**src/rtl/rv32_load_store_unit.sv**
```systemverilog
// RV32 load/store unit: one req/ack data-memory transaction per load or store, with load formatting.
// Optional MISALIGN_TRAP_EN macro turns misaligned H/W accesses into immediate errors.
module rv32_load_store_unit #(
    parameter int TIMEOUT_CYCLES = 16
) (
    input  logic        clk,
    input  logic        rst_n,
    input  logic        load,
    input  logic        store,
    input  logic [2:0]  funct3,
    input  logic [31:0] data_addr_bus,
    input  logic [31:0] store_data,
    output logic        mem_req,
    output logic        mem_we,
    output logic [31:0] mem_addr,
    output logic [3:0]  mem_be,
    output logic [31:0] mem_wdata,
    input  logic        mem_ack,
    input  logic [31:0] mem_rdata,
    output logic [31:0] data_reg_d1,
    output logic        lsu_busy,
    output logic        lsu_done,
    output logic        lsu_err
);

    localparam int CW = (TIMEOUT_CYCLES > 0) ? $clog2(TIMEOUT_CYCLES + 1) : 1;
    localparam logic [CW-1:0] TO_CNT = CW'(TIMEOUT_CYCLES);

    typedef enum logic [1:0] {
        IDLE,
        REQ,
        RESP,
        ERR
    } state_t;

    state_t        state_q, state_d;
    logic [31:0]   addr_q, addr_d;
    logic [2:0]    f3_q, f3_d;
    logic          we_q, we_d;
    logic [3:0]    be_q, be_d;
    logic [31:0]   wdata_q, wdata_d;
    logic [CW-1:0] cnt_q, cnt_d;
    logic [31:0]   rdata_q, rdata_d;

    logic          illegal;
    logic          misalign;
    logic [7:0]    ld_byte;
    logic [15:0]   ld_half;
    logic [31:0]   ld_fmt;

    always_comb begin
        illegal = (funct3 == 3'b011) || (funct3 == 3'b110) || (funct3 == 3'b111) ||
                  (store && funct3[2]);
`ifdef MISALIGN_TRAP_EN
        misalign = ((funct3[1:0] == 2'b01) && data_addr_bus[0]) ||
                   ((funct3[1:0] == 2'b10) && (data_addr_bus[1:0] != 2'b00));
`else
        misalign = 1'b0;
`endif
    end

    // Load result is formatted from the latched address/size so mem_rdata only matters with ack.
    always_comb begin
        ld_byte = mem_rdata[{addr_q[1:0], 3'b000} +: 8];
        ld_half = addr_q[1] ? mem_rdata[31:16] : mem_rdata[15:0];
        case (f3_q)
            3'b000:  ld_fmt = {{24{ld_byte[7]}}, ld_byte};
            3'b100:  ld_fmt = {24'h0, ld_byte};
            3'b001:  ld_fmt = {{16{ld_half[15]}}, ld_half};
            3'b101:  ld_fmt = {16'h0, ld_half};
            default: ld_fmt = mem_rdata;
        endcase
    end

    always_comb begin
        state_d = state_q;
        addr_d  = addr_q;
        f3_d    = f3_q;
        we_d    = we_q;
        be_d    = be_q;
        wdata_d = wdata_q;
        cnt_d   = cnt_q;
        rdata_d = rdata_q;
        case (state_q)
            IDLE: begin
                if (load || store) begin
                    if (illegal || misalign) begin
                        state_d = ERR;
                    end else begin
                        state_d = REQ;
                        addr_d  = data_addr_bus;
                        f3_d    = funct3;
                        we_d    = store;
                        cnt_d   = '0;
                        case (funct3[1:0])
                            2'b00: begin
                                be_d    = 4'b0001 << data_addr_bus[1:0];
                                wdata_d = {4{store_data[7:0]}};
                            end
                            2'b01: begin
                                be_d    = data_addr_bus[1] ? 4'b1100 : 4'b0011;
                                wdata_d = {2{store_data[15:0]}};
                            end
                            default: begin
                                be_d    = 4'b1111;
                                wdata_d = store_data;
                            end
                        endcase
                    end
                end
            end
            REQ: begin
                if (mem_ack) begin
                    state_d = RESP;
                    if (!we_q) begin
                        rdata_d = ld_fmt;
                    end
                end else begin
                    cnt_d = cnt_q + CW'(1);
                    if ((TIMEOUT_CYCLES != 0) && (cnt_d == TO_CNT)) begin
                        state_d = ERR;
                    end
                end
            end
            RESP: begin
                state_d = IDLE;
                cnt_d   = '0;
            end
            default: begin
                state_d = IDLE;
                cnt_d   = '0;
            end
        endcase
    end

    always_ff @(posedge clk or negedge rst_n) begin
        if (!rst_n) begin
            state_q <= IDLE;
            addr_q  <= '0;
            f3_q    <= '0;
            we_q    <= 1'b0;
            be_q    <= '0;
            wdata_q <= '0;
            cnt_q   <= '0;
            rdata_q <= '0;
        end else begin
            state_q <= state_d;
            addr_q  <= addr_d;
            f3_q    <= f3_d;
            we_q    <= we_d;
            be_q    <= be_d;
            wdata_q <= wdata_d;
            cnt_q   <= cnt_d;
            rdata_q <= rdata_d;
        end
    end

    assign mem_req     = (state_q == REQ);
    assign mem_we      = we_q;
    assign mem_addr    = {addr_q[31:2], 2'b00};
    assign mem_be      = be_q;
    assign mem_wdata   = wdata_q;
    assign data_reg_d1 = rdata_q;
    assign lsu_busy    = (state_q != IDLE);
    assign lsu_done    = (state_q == RESP) || (state_q == ERR);
    assign lsu_err     = (state_q == ERR);

endmodule
```
**config.mk**
```make
export PLATFORM = sky130hd
export DESIGN_NAME = rv32_load_store_unit
export DESIGN_NICKNAME = d
export VERILOG_FILES = /design/src/rtl/rv32_load_store_unit.sv
export SDC_FILE = /design/constraint.sdc
export NUM_CORES = 1
export LEC_CHECK = 0
export CORE_UTILIZATION = 39
export DETAILED_ROUTE_END_ITERATION = 10
export GPL_ROUTABILITY_DRIVEN = 0
export PLACE_DENSITY = 0.72
export SYNTH_ARGS = -nofsm -noshare
export SYNTH_HDL_FRONTEND = slang
export SYNTH_SLANG_ARGS = --single-unit
```
**constraint.sdc**
```tcl
create_clock -name clk -period 1.9 [get_ports clk]
set_clock_uncertainty 0.15 [all_clocks]
set_input_delay 0.38 -clock clk [delete_from_list [all_inputs] [get_ports clk]]
set_output_delay 0.38 -clock clk [all_outputs]
set_load 0.02 [all_outputs]
```
# ---- Word-level counts from Yosys, hierarchy flattened
# Index checks and enable logic that the tools add are counted.
dict set report word_totals {
  ff_bits 111
  out_inout_bits 105
  elab_cells 56
}
dict set report classes {
  n_addsub 1
  eq_ne 15
  shift 2
  mux 14
  bitwise_logic 2
  n_reduce_logical 14
}
# operator n
set op_table {}
lappend op_table {{$pmux W32 S4} 1}
lappend op_table {{$pmux W32 S2} 1}
lappend op_table {{$shiftx A32 B6 Y8} 1}
lappend op_table {{$mux W16} 1}
lappend op_table {{$mux W5} 3}
lappend op_table {{$eq A3 B3 Y1 const B} 4}
lappend op_table {{$pmux W5 S2} 1}
lappend op_table {{$reduce_and A3 Y1} 3}
lappend op_table {{$mux W2} 4}
lappend op_table {{$pmux W4 S2} 1}
lappend op_table {{$ne A2 B2 Y1 const B} 3}
lappend op_table {{$add A5 B1 Y5 const B} 1}
lappend op_table {{$eq A5 B5 Y1 const B} 1}
lappend op_table {{$logic_or A1 B1 Y1} 5}
lappend op_table {{$eq A2 B1 Y1 const B} 2}
lappend op_table {{$eq A2 B2 Y1 const B} 2}
lappend op_table {{$logic_not A2 Y1} 2}
lappend op_table {{$mux W4} 1}
lappend op_table {{$pmux W2 S2} 1}
lappend op_table {{$shl A1 B2 Y4 const A} 1}
lappend op_table {{$eq A3 B1 Y1 const B} 1}
lappend op_table {{$eq A3 B2 Y1 const B} 1}
lappend op_table {{$logic_not A3 Y1} 1}
lappend op_table {{$ne A3 B1 Y1 const B} 1}
lappend op_table {{4 further kinds} 5}

# ---- Depth between registers and ports, before layout
# Gate-level depths: netlist of run 1.
dict set report depth {
  ltp_word 7
  mapped_depth 7
  ltp_nobuf 5
}

# ---- Worst setup path after synthesis of run 1
# OpenSTA, ideal clock, no wires.
dict set report synth_timing {
  path_type {reg2reg}
  from {reg state_q[1]}
  to {reg rdata_q[21] (netlist: data_reg_d1[21])}
  setup_time_ns 0.067
  arrival_ns 1.610
  required_ns 1.683
  setup_slack_ns 0.073
  stages_incl_launch_ff 8
  path_buffers 3
  cell_sequence {dfrtp_1 > buf_2 > nor2b_4 > nand3b_2 > or4_1 > buf_2 > buf_6 > nand3_2}
}
dict set report synth_via {
  elab_chain_len 2
}
# element line
set synth_rtl {}
lappend synth_rtl {{from (decl)} 36} ;# state_t state_q, state_d;
lappend synth_rtl {{from (signal assigned)} 147} ;# state_q <= state_d;
lappend synth_rtl {{$eq A2 B1 Y1} -}
lappend synth_rtl {{named net mem_req} 13} ;# output logic mem_req,
lappend synth_rtl {{$reduce_and A3 Y1 (no source line)} -}
lappend synth_rtl {{to (signal assigned)} 154} ;# rdata_q <= rdata_d;
lappend synth_rtl {{to (decl)} 43} ;# logic [31:0] rdata_q, rdata_d;
# The timed path passes the listed nets, and every way through them passes these cells.
# A chain may end at the register's enable or synchronous reset.

# ---- Final worst setup path of run 1
dict set report layout_timing {
  from {reg rdata_q[9] (netlist: data_reg_d1[9])}
  to {out data_reg_d1[9]}
}
# element line
set layout_rtl {}
lappend layout_rtl {{to (decl)} 20} ;# output logic [31:0] data_reg_d1,
# No word-level cell between the ends.

==> run_results.csv, run 1 <==
group,metric,value,unit
finish,fill_cells,1149,
synth,synth-main-ff-cell,"dfrtp_1",
global_route,grt_pass1_wl,23100,um
power_and_ir_drop,power_density,1540,nW/um^2
detailed_routing,post_drt_wl_per_cell,16.4,um
finish,finalNonFillerCells,891,
detailed_routing,routed_wl,14600,um
placement,pre_cts_ws,-0.341,ns
floorplanning,io_pins,209,
floorplanning,die_w,121,um
sta,min_period_over_period,0.988,
sta,finalWorstSetupSlack,0.0228,ns
floorplanning,die_h,121,um
placement,dpl.cell_count,869,
clock_network,cts_buffers,9,
setup_path,cp_num_buf_inv,1,
hold_path,hold_depth,3,
finish,area_growth,47.5,%
global_route,grt_pass1_vias,4556,
power_and_ir_drop,leakage,3.76,nW
clock_network,clk_path_buf_depth,2,
floorplanning,core-area,13800,sq um
detailed_routing,vias_per_cell,5.00,
global_route,antenna_found_initial,0,
global_route,grt.overflow.total,0,
synth,syn_area,5510,sq um
setup_path,crit_family,"buffers and inverters",
sta,fmax,533,MHz
outcome,status,"complete, no violations",
clock_network,tritoncts,"built",
setup_path,criticalPathCategory,"flop to output port",
setup_path,startpoint_type,"flop",
sta,setup_violations,0,
sta,fin_crit,1.88,ns
setup_path,cp_cell_sequence,"clkdlybuf4s50_1",
clock_network,clk_pin_slew,0.07,ns
detailed_routing,drt_iter0_drc,150,
setup_path,crit_fanout,2,
synth,synth_cells,515,
setup_path,cp.depth,1,
synth,synth_seq_area_share,0.504,
synth,synth-seq-cells,111,
setup_path,crit_arrival,1.35,ns
finish,final_common_cell,"clkdlybuf4s50_1",
synth,synth_edf_count,0,
finish,drive_gt1_frac,0.191,
clock_network,htreeDepth,3,
floorplanning,initial_core_util,0.399,
power_and_ir_drop,ir_drop,0.828,mV
clock_network,clock_sinks,111,
finish,diodes,0,
clock_network,clock_latency,0.35,ns
hold_path,hold_path.class,"input port to flop",
synth,synth_cell_types,47,
synth,syn_avg_cell_area,10.7,sq um
global_route,grtUsageTotal,0.203,
floorplanning,row_count,43,
flow_run,maxCapViolCount,0,
clock_network,clockRootBuffer,"clkbuf_16",
sta,maxSlewViolCount,0,
synth,yosysWarnings,0,
global_route,grt_start_max_net_pins,36,
setup_path,worstSetupEndpointType,"output port",
finish,nNetsFinal,811,
detailed_routing,drc_errors,0,
detailed_routing,dr.pass1.iters,7,
setup_path,required,1.37,ns
placement,io_buffers,206,
detailed_routing,vias,4456,
finish,final_cell_mix,"clkdlybuf4s50_1, dfrtp_1, nand2_1",
setup_path,r2r_cells,5,
synth,synthArstFlopShare,1.00,
detailed_routing,ant_nets,0,
sta,fin_setup_tns,0,ns
setup_path,critical_path.max_stage_delay,0.62,ns
setup_path,crit_slowest_cell,"clkdlybuf4s50_1",
sta,whs,0.244,ns
floorplanning,die_area,14600,sq um
sta,final_hold_viol_count,0,
placement,dp_hpwl,10900,um
## routing by layer
| layer | up-vias | share of wire | track usage |
|---|---|---|---|
| met5 | - | 0 | 0 |
| met4 | 0 | 0.019 | 0.0710 |
| met3 | 19 | 0.065 | 0.0475 |
| met2 | 150 | 0.48 | 0.331 |
| met1 | 2136 | 0.43 | 0.264 |
| li1 | 2151 | - | - |
## final cells by class
cell class / count / area, sq um / area share
clock buffer: 10 / 239 / 0.0294
timing repair buffer: 249 / 2500 / 0.307
inverter: 6 / 22.5 / 0.00277
sequential: 111 / 2780 / 0.342
tap: 180 / 225 / 0.0277
multi-input combinational: 329 / 2310 / 0.284
clock inverter: 6 / 55.1 / 0.00677
## registers in the layout, indices dropped and copies added (netlist names)
register	count
f3_q	3
mem_we	1
data_reg_d1	32
mem_wdata	32
addr_q	32
mem_be	4
state_q	2
cnt_q	5
## Yosys cell counts (3+ instances only)
| cell | n | area share |
|---|---|---|
| clkbuf_1 | 20 | 0.014 |
| a211o_1 | 5 | 0.0079 |
| nor2_1 | 20 | 0.014 |
| nand2b_1 | 3 | 0.0034 |
| buf_4 | 32 | 0.044 |
| nand3_2 | 10 | 0.018 |
| mux2i_1 | 31 | 0.056 |
| a21oi_1 | 27 | 0.025 |
| mux2_2 | 53 | 0.11 |
| a2bb2oi_1 | 5 | 0.0079 |
| nor3_1 | 5 | 0.0045 |
| a211oi_1 | 3 | 0.0041 |
| a22oi_1 | 3 | 0.0041 |
| nand4_1 | 3 | 0.0034 |
| dfrtp_1 | 111 | 0.50 |
| buf_2 | 14 | 0.013 |
| o21ai_0 | 39 | 0.035 |
| nand3_1 | 25 | 0.023 |
| inv_1 | 6 | 0.0041 |
| nand2_1 | 56 | 0.038 |
| nand3b_1 | 7 | 0.0095 |
| xnor2_1 | 4 | 0.0064 |
## path summary, 6_finish.rpt
kind | endpoint | startpoint | slack [ns]
max | data_reg_d1[9] | data_reg_d1[9]$_DFFE_PN0P_ | 0.02
max reg2reg | data_reg_d1[15]$_DFFE_PN0P_ | addr_q[1]$_DFFE_PN0P_ | 0.10
max in group asynchronous | data_reg_d1[28]$_DFFE_PN0P_ | rst_n | 0.76
min | data_reg_d1[23]$_DFFE_PN0P_ | mem_rdata[23] | 0.24
min in group asynchronous | data_reg_d1[30]$_DFFE_PN0P_ | rst_n | 0.31
min reg2reg | mem_wdata[13]$_DFFE_PN0P_ | mem_wdata[13]$_DFFE_PN0P_ | 0.33
## power breakdown
part	switching, W	total, W	internal, W
logic	0.00323	0.00651	0.00327
clock network	0.000912	0.00186	0.000945
registers	0.000681	0.00416	0.00348
total	0.00483	0.0125	0.00770
## worst min-delay path: cells and delay by family
family                 cells  cell delay [ns]
and+or+nand+nor            2             0.19
buffers and inverters      1             0.15
## cell families (layout without fill, tap and decap cells)
family / Yosys count / after routing / share of synthesized area
fa+ha+maj: 1 / 1 / 0.00227
flops: 111 / 111 / 0.504
compound gates: 93 / 93 / 0.0987
mux: 87 / 87 / 0.174
other cells: 1 / 2 / 0.000680
buf+inv: 76 / 271 / 0.0794
simple gates: 142 / 142 / 0.135
xor+xnor: 4 / 4 / 0.00635
## what timing repair did
action,4_1_cts,5_1_grt
cloned,0,1
gates resized for setup,9,26
endpoints found under the hold margin,17,0
hold buffers,1,0
pin swaps,1,1
setup endpoints to repair,9,52
buffers inserted,1,3
## stage by stage
| step | total power, W | area, sq um | utilization |
|---|---|---|---|
| after floorplan | 0.00804 | 5520 | - |
| after global placement | 0.0106 | 7710 | 0.558 |
| after detailed placement | 0.0107 | 7710 | 0.558 |
| after CTS | 0.0126 | 8030 | 0.581 |
| after global routing | 0.0133 | 8130 | 0.588 |
| final | 0.0125 | 8130 | 0.588 |
(Power assumes the default switching activity.)
==> run 2, diff against run 1 <==
CTS_CLUSTER_SIZE = 16   (was default)
SKIP_CTS_REPAIR_TIMING = 1   (was default)
==> run_results.csv, run 2 (synthesis gave the netlist of run 1 again) <==
group,metric,value,unit
detailed_routing,drt_iter0_drc,167,
detailed_routing,dr.pass1.iters,7,
setup_path,worstSetupEndpointType,"output port",
clock_network,clk_path_buf_depth,2,
floorplanning,die_w,121,um
clock_network,clk_pin_slew,0.07,ns
detailed_routing,ant_nets,0,
setup_path,crit_family,"buffers and inverters",
clock_network,clock_sinks,111,
outcome,status,"complete, no violations",
setup_path,critical_path.max_stage_delay,0.62,ns
floorplanning,die_h,121,um
clock_network,tritoncts,"built",
power_and_ir_drop,leakage,3.80,nW
floorplanning,die_area,14600,sq um
detailed_routing,post_drt_wl_per_cell,16.4,um
finish,final_common_cell,"clkdlybuf4s50_1",
floorplanning,core-area,13800,sq um
clock_network,clock_latency,0.35,ns
setup_path,cp_num_buf_inv,1,
global_route,grt_pass1_wl,23000,um
detailed_routing,dr.max_layer_used,"met4",
sta,min_period_over_period,0.989,
floorplanning,io_pins,209,
detailed_routing,vias,4495,
setup_path,criticalPathCategory,"flop to output port",
global_route,grtUsageTotal,0.203,
sta,setup_violations,0,
flow_run,maxCapViolCount,0,
floorplanning,row_count,43,
clock_network,cts_buffers,9,
detailed_routing,wl_met3,981,um
sta,maxSlewViolCount,0,
setup_path,startpoint_type,"flop",
setup_path,crit_arrival,1.35,ns
global_route,grt.overflow.total,0,
detailed_routing,vias_per_cell,5.05,
finish,nNetsFinal,810,
detailed_routing,wl_met1,6280,um
detailed_routing,routed_wl,14600,um
clock_network,htreeDepth,3,
hold_path,hold_path.class,"input port to asynchronous set/reset pin",
finish,area_growth,47.7,%
global_route,grt_start_max_net_pins,36,
setup_path,required,1.37,ns
floorplanning,initial_core_util,0.399,
sta,fmax,532,MHz
global_route,grt_pass1_vias,4549,
finish,final_area,8140,sq um
global_route,antenna_found_initial,0,
setup_path,cp_cell_sequence,"clkdlybuf4s50_1",
power_and_ir_drop,power_density,1540,nW/um^2
finish,drive_gt1_frac,0.189,
sta,fin_crit,1.88,ns
placement,dp_hpwl,10900,um
clock_network,clockRootBuffer,"clkbuf_16",
detailed_routing,wl_met2,7090,um
placement,io_buffers,206,
detailed_routing,drc_errors,0,
setup_path,crit_slowest_cell,"clkdlybuf4s50_1",
placement,dpl_cell_area,7710,sq um
setup_path,crit_fanout,2,
sta,final_hold_viol_count,0,
finish,diodes,0,
finish,final_cell_mix,"clkdlybuf4s50_1, dfrtp_1, nand2_1",
power_and_ir_drop,ir_drop,0.828,mV
power_and_ir_drop,p_total,0.0125,W
## run 2: worst paths after layout
check	depth (start not counted)	start	endpoint	slack [ns]
hold / removal	2	rst_n	data_reg_d1[30]$_DFFE_PN0P_	0.31
min in group clk	2	mem_wdata[13]$_DFFE_PN0P_	mem_wdata[13]$_DFFE_PN0P_	0.33
setup / recovery	1	data_reg_d1[9]$_DFFE_PN0P_	data_reg_d1[9]	0.02
setup reg to reg	5	addr_q[1]$_DFFE_PN0P_	data_reg_d1[15]$_DFFE_PN0P_	0.09
max in group asynchronous	3	rst_n	data_reg_d1[28]$_DFFE_PN0P_	0.76
hold reg to reg	2	mem_wdata[13]$_DFFE_PN0P_	mem_wdata[13]$_DFFE_PN0P_	0.33
## run 2: cell type report
type / instances / area [sq um]
clock buffers: 10 / 239
repair buffers: 248 / 2510
flip-flops and latches: 111 / 2780
fillers: 1148 / 5690
well taps: 180 / 225
inverters: 6 / 22.5
multi-input cells: 329 / 2310
clock inverters: 6 / 55.1
## run 2: metrics by stage
step / hold WS [ns] / setup TNS (ns) / setup slack, ns / utilization / cells
2_1_floorplan: -0.0656 / 0 / 0.0729 / - / 516
3_3_place_gp: 0.149 / -24.54 / -0.285 / 0.558 / 869
3_5_place_dp: 0.149 / -26.73 / -0.341 / 0.558 / 869
4_1_cts: -0.234 / -1.09 / -0.341 / 0.579 / 885
5_1_grt: 0.344 / -0.0162 / -0.0162 / 0.589 / 890
6_report: 0.314 / 0 / 0.0204 / 0.589 / 890
## run 2: power by group
| group | switching (W) | internal [W] |
|---|---|---|
| clock network | 0.000910 | 0.000945 |
| logic | 0.00323 | 0.00329 |
| registers | 0.000683 | 0.00348 |
## run 2: per-layer routing
layer | global-route usage | vias to the layer above
li1 | - | 2149
met1 | 0.264 | 2139
met2 | 0.330 | 182
met3 | 0.0475 | 25
met4 | 0.0710 | 0
met5 | 0 | -
==> run 3, diff against run 2 <==
clock period = 1.8 ns   (was 1.9 ns; I/O delays follow)
==> run_results.csv, run 3 (synthesis gave the netlist of run 1 again) <==
group,metric,value,unit
global_route,grt_pass1_wl,23200,um
flow_run,maxCapViolCount,0,
finish,drive_gt1_frac,0.256,
power_and_ir_drop,ir_drop,0.752,mV
setup_path,r2r_cells,6,
sta,slew_headroom,0.599,
placement,io_buffers,206,
setup_path,crit_arrival,1.99,ns
sta,maxSlewViolCount,0,
power_and_ir_drop,p_int,0.00868,W
finish,nNetsFinal,831,
placement,dp_hpwl,10700,um
power_and_ir_drop,switchingPower,0.00546,W
sta,final_hold_viol_count,0,
clock_network,clock_latency,0.36,ns
floorplanning,row_count,43,
floorplanning,die_w,121,um
detailed_routing,drc_errors,0,
detailed_routing,dr.pass1.iters,5,
hold_path,hold_path.class,"input port to flop",
detailed_routing,routed_wl,16700,um
power_and_ir_drop,power_frac_comb,0.531,
outcome,violations,"setup timing",
floorplanning,die_h,121,um
sta,tightest_slew,0.601,ns
setup_path,required,1.90,ns
outcome,status,"complete, but fails checks",
sta,rsz0062_at_grt,"true",
setup_path,r2r_slack,-0.1,ns
power_and_ir_drop,power_density,1610,nW/um^2
setup_path,worstSetupEndpointType,"flop",
clock_network,clk_pin_slew,0.07,ns
global_route,grtUsageTotal,0.204,
hold_path,hold_depth,3,
setup_path,criticalPathCategory,"flop to flop",
clock_network,cts_buffers,9,
power_and_ir_drop,swShare,0.386,
detailed_routing,vias,4714,
detailed_routing,drt_iter0_drc,248,
sta,finalWorstSetupSlack,-0.0983,ns
hold_path,min_to,"data_reg_d1[31]$_DFFE_PN0P_",
sta,fin_crit,1.90,ns
clock_network,htreeDepth,3,
global_route,grt_start_max_net_pins,112,
power_and_ir_drop,power_frac_seq,0.311,
floorplanning,io_pins,209,
global_route,antenna_found_initial,0,
sta,fin_setup_tns,-3.11,ns
clock_network,clock_sinks,111,
power_and_ir_drop,p_total,0.0141,W
sta,fmax,527,MHz
finish,final_cell_mix,"dfrtp_1, dlymetal6s2s_1, clkdlybuf4s50_1",
sta,min_period_over_period,1.05,
global_route,grt_pass1_vias,4523,
floorplanning,die_area,14600,sq um
clock_network,clockRootBuffer,"clkbuf_16",
detailed_routing,ant_nets,0,
setup_path,critPathLaunch,"state_q[1]$_DFFE_PN0P_",
finish,diodes,0,
clock_network,tritoncts,"built",
floorplanning,core-area,13800,sq um
floorplanning,initial_core_util,0.399,
hold_path,hold_start,"mem_rdata[31]",
setup_path,crit_fanout,8,
detailed_routing,post_drt_wl_per_cell,18.3,um
clock_network,clk_path_buf_depth,2,
setup_path,worst_r2r_endpoint,"addr_q[19]$_DFFE_PN0P_",
finish,final_common_cell,"dfrtp_1",
power_and_ir_drop,leakage,4.85,nW
global_route,grt.overflow.total,0,
power_and_ir_drop,clkPwrFrac,0.159,
sta,setup_violations,81,
detailed_routing,vias_per_cell,5.17,
setup_path,startpoint_type,"flop",
finish,area_growth,59.2,%
setup_path,r2r-start,"state_q[1]$_DFFE_PN0P_",
## run 3: cell count changes in the layout (fill, tap and decap cells not counted), sizes merged
cell,previous run,this run
clkinv,4,2
clkdlybuf4s50,181,100
or4,1,2
bufinv,0,2
dlymetal6s2s,24,102
buf,41,58
clkbuf,11,17
## run 3: final cells by class
class | count | area [sq um]
sequential | 111 | 2780
fill | 1066 | 5050
multi-input combinational | 330 | 2440
timing repair buffer | 268 | 2960
tap | 180 | 225
clock buffer | 10 | 239
clock inverter | 6 | 104
inverter | 6 | 22.5
## run 3: worst max-delay path by stage
stage / end / slack (ns) / cells past startpoint
6_report: addr_q[19]$_DFFE_PN0P_ / -0.1 / 6
3_5_place_dp: addr_q[21]$_DFFE_PN0P_ / -0.47 / 5
2_1_floorplan: data_reg_d1[21]$_DFFE_PN0P_ / 0.009 / 7
4_1_cts: lsu_busy / -0.49 / 3
3_3_place_gp: addr_q[23]$_DFFE_PN0P_ / -0.42 / 5
5_1_grt: addr_q[1]$_DFFE_PN0P_ / -0.21 / 8
## run 3: critical path, stage by stage (launching register included)
cell and delay [ns]:
dfrtp_2 0.43, buf_6 0.12, nor2_4 0.13, nand4_1 0.25
buf_4 0.26, clkbuf_16 0.17, mux2_2 0.27
## run 3: per-layer routing
layer	vias to the layer above	GRT usage	part of all wire
li1	2201	-	-
met3	39	0.0428	0.064
met5	-	0	0
met4	0	0.0972	0.031
met1	2291	0.264	0.42
met2	183	0.326	0.48
## run 3: power by group through the flow
stage	Sequential, W	Combinational [W]	Clock [W]
4_1_cts	0.00440	0.00706	0.00230
3_5_place_dp	0.00444	0.00703	0
5_1_grt	0.00455	0.00800	0.00240
3_3_place_gp	0.00436	0.00687	0
2_1_floorplan	0.00515	0.00337	0
6_report	0.00439	0.00751	0.00225
## run 3: through the flow
step	instances	setup WS, ns	utilization	hold slack, ns	area, sq um
final	911	-0.0983	0.635	0.212	8780
after global routing	911	-0.210	0.635	0.209	8780
after CTS	890	-0.494	0.584	-0.0475	8080
after detailed placement	874	-0.472	0.560	0.319	7740
after global placement	874	-0.416	0.560	0.313	7740
after floorplan	516	0.00910	-	-0.0856	5540
==> variant, RTL diff (config.mk and constraints of run 2) <==
Reset style: synchronous (`rst_n`), changed in one clocked block.
--- a/src/rtl/rv32_load_store_unit.sv
+++ b/src/rtl/rv32_load_store_unit.sv
@@ -133,7 +133,7 @@
         endcase
     end
 
-    always_ff @(posedge clk or negedge rst_n) begin
+    always_ff @(posedge clk) begin
         if (!rst_n) begin
             state_q <= IDLE;
             addr_q  <= '0;
Behaviour: differs if rst_n is asserted again (counterexample within 4 cycles, from zero or initial values and one cycle with rst_n low); with rst_n held inactive, the same outputs for 4 cycles.
==> variant against run 2 <==
Wire length is 11% higher; worst setup slack better by 0.024 ns; final cell count is 14% higher; design area decreased by 0.60%; area after synthesis decreased by 0.73%; hold slack lost 0.0063 ns; sequential cell count unchanged; utilization rose by 1.3 points; critical path type unchanged.
Power is not compared: it rests on default switching activity, and its combinational part moved more than twofold at a synthesized area within 25%.
==> variant: results (changes against run 2) <==
Area of all sequential standard cells: 2220 um^2 (was 2780 um^2). The worst min-delay path class is register to register (was input pin to async pin). The multi-input combinational cell count was 450 (was 329). The average wire length per cell after detail routing came out at 16.0 um (was 16.4 um). The clock distribution area overhead in the final layout came out at 3.82% (was 3.61%). The flow ran to the end, and the final reports show no timing, DRC or antenna violations.

The worst setup path endpoint was mem_wdata[7] (was data_reg_d1[9]). The placed wire-length estimate was 12100 um (was 10900 um); the fill cell total of the finished layout was 1212 (was 1148). The mean instance size in the synthesized netlist was 8.43 um^2 (was 10.7 um^2); the count of routing violations after the opening detailed-route iteration was 304 (was 167). The adder-cell area share of the yosys netlist was 0.229% (was 0.227%). The tools report the number of nets in the finished design as 938 (was 810). The count of inverters other than clock inverters in the layout was 7 (was 6); the wire length on met3 was 1320 um (was 981 um). The first-pass GRT wire length was 25600 um (was 23000 um); the largest net degree at the start of global routing was 44 (was 36). The number of instances in the placed design came out at 996 (was 869). The layout cell share with drive strength beyond 1 was 10.3% (was 18.9%).

The run gives 1.33 ns (was 1.35 ns) as the data arrival time of the worst path. The area overhead of the layout relative to synthesis is 47.9% (was 47.7%), and the post-place setup slack is -0.353 ns (was -0.341 ns). The fraction of the mapped netlist area in compound gates was 22.3% (was 9.87%); the amount of wire on met2 after detailed routing was 7950 um (was 7090 um). Number of signal-net buffers in the layout: 254 (was 248).

The logs give 0.308 ns (was 0.314 ns) for the worst hold slack and 53 (was 47) for the count of different cell masters after synthesis. The proportion of cell area occupied by multi-input gates was 33.7% (was 28.3%). Most common flop cell mapped by yosys: sky130_fd_sc_hd__dfxtp_1 (was sky130_fd_sc_hd__dfrtp_1).
## variant: cell types whose count changed after synthesis, moves of 10 or more
cell and delta:
sky130_fd_sc_hd__mux2_2 -46, sky130_fd_sc_hd__dfrtp_1 -111, sky130_fd_sc_hd__o211a_1 +19, sky130_fd_sc_hd__dfxtp_1 +111, sky130_fd_sc_hd__nand2_1 +100, sky130_fd_sc_hd__nand3_2 -10
sky130_fd_sc_hd__a21boi_0 +44, sky130_fd_sc_hd__mux2i_1 -10, sky130_fd_sc_hd__buf_4 +10, sky130_fd_sc_hd__nand3_1 -11
## variant: routing by layer
| layer | vias up | GRT usage (%) |
|---|---|---|
| li1 | 2545 | - |
| met1 | 2437 | 26.0 |
| met2 | 206 | 39.5 |
| met3 | 14 | 7.50 |
| met4 | 0 | 5.63 |
| met5 | - | 0 |
## variant: power breakdown
part           switching, uW  leakage (uW)  internal (uW)  total (uW)
combinational            811       0.00251            828        1640
clock                    849      0.000152           1090        1940
sequential               105      0.000907           2500        2610
total                   1760       0.00357           4420        6190
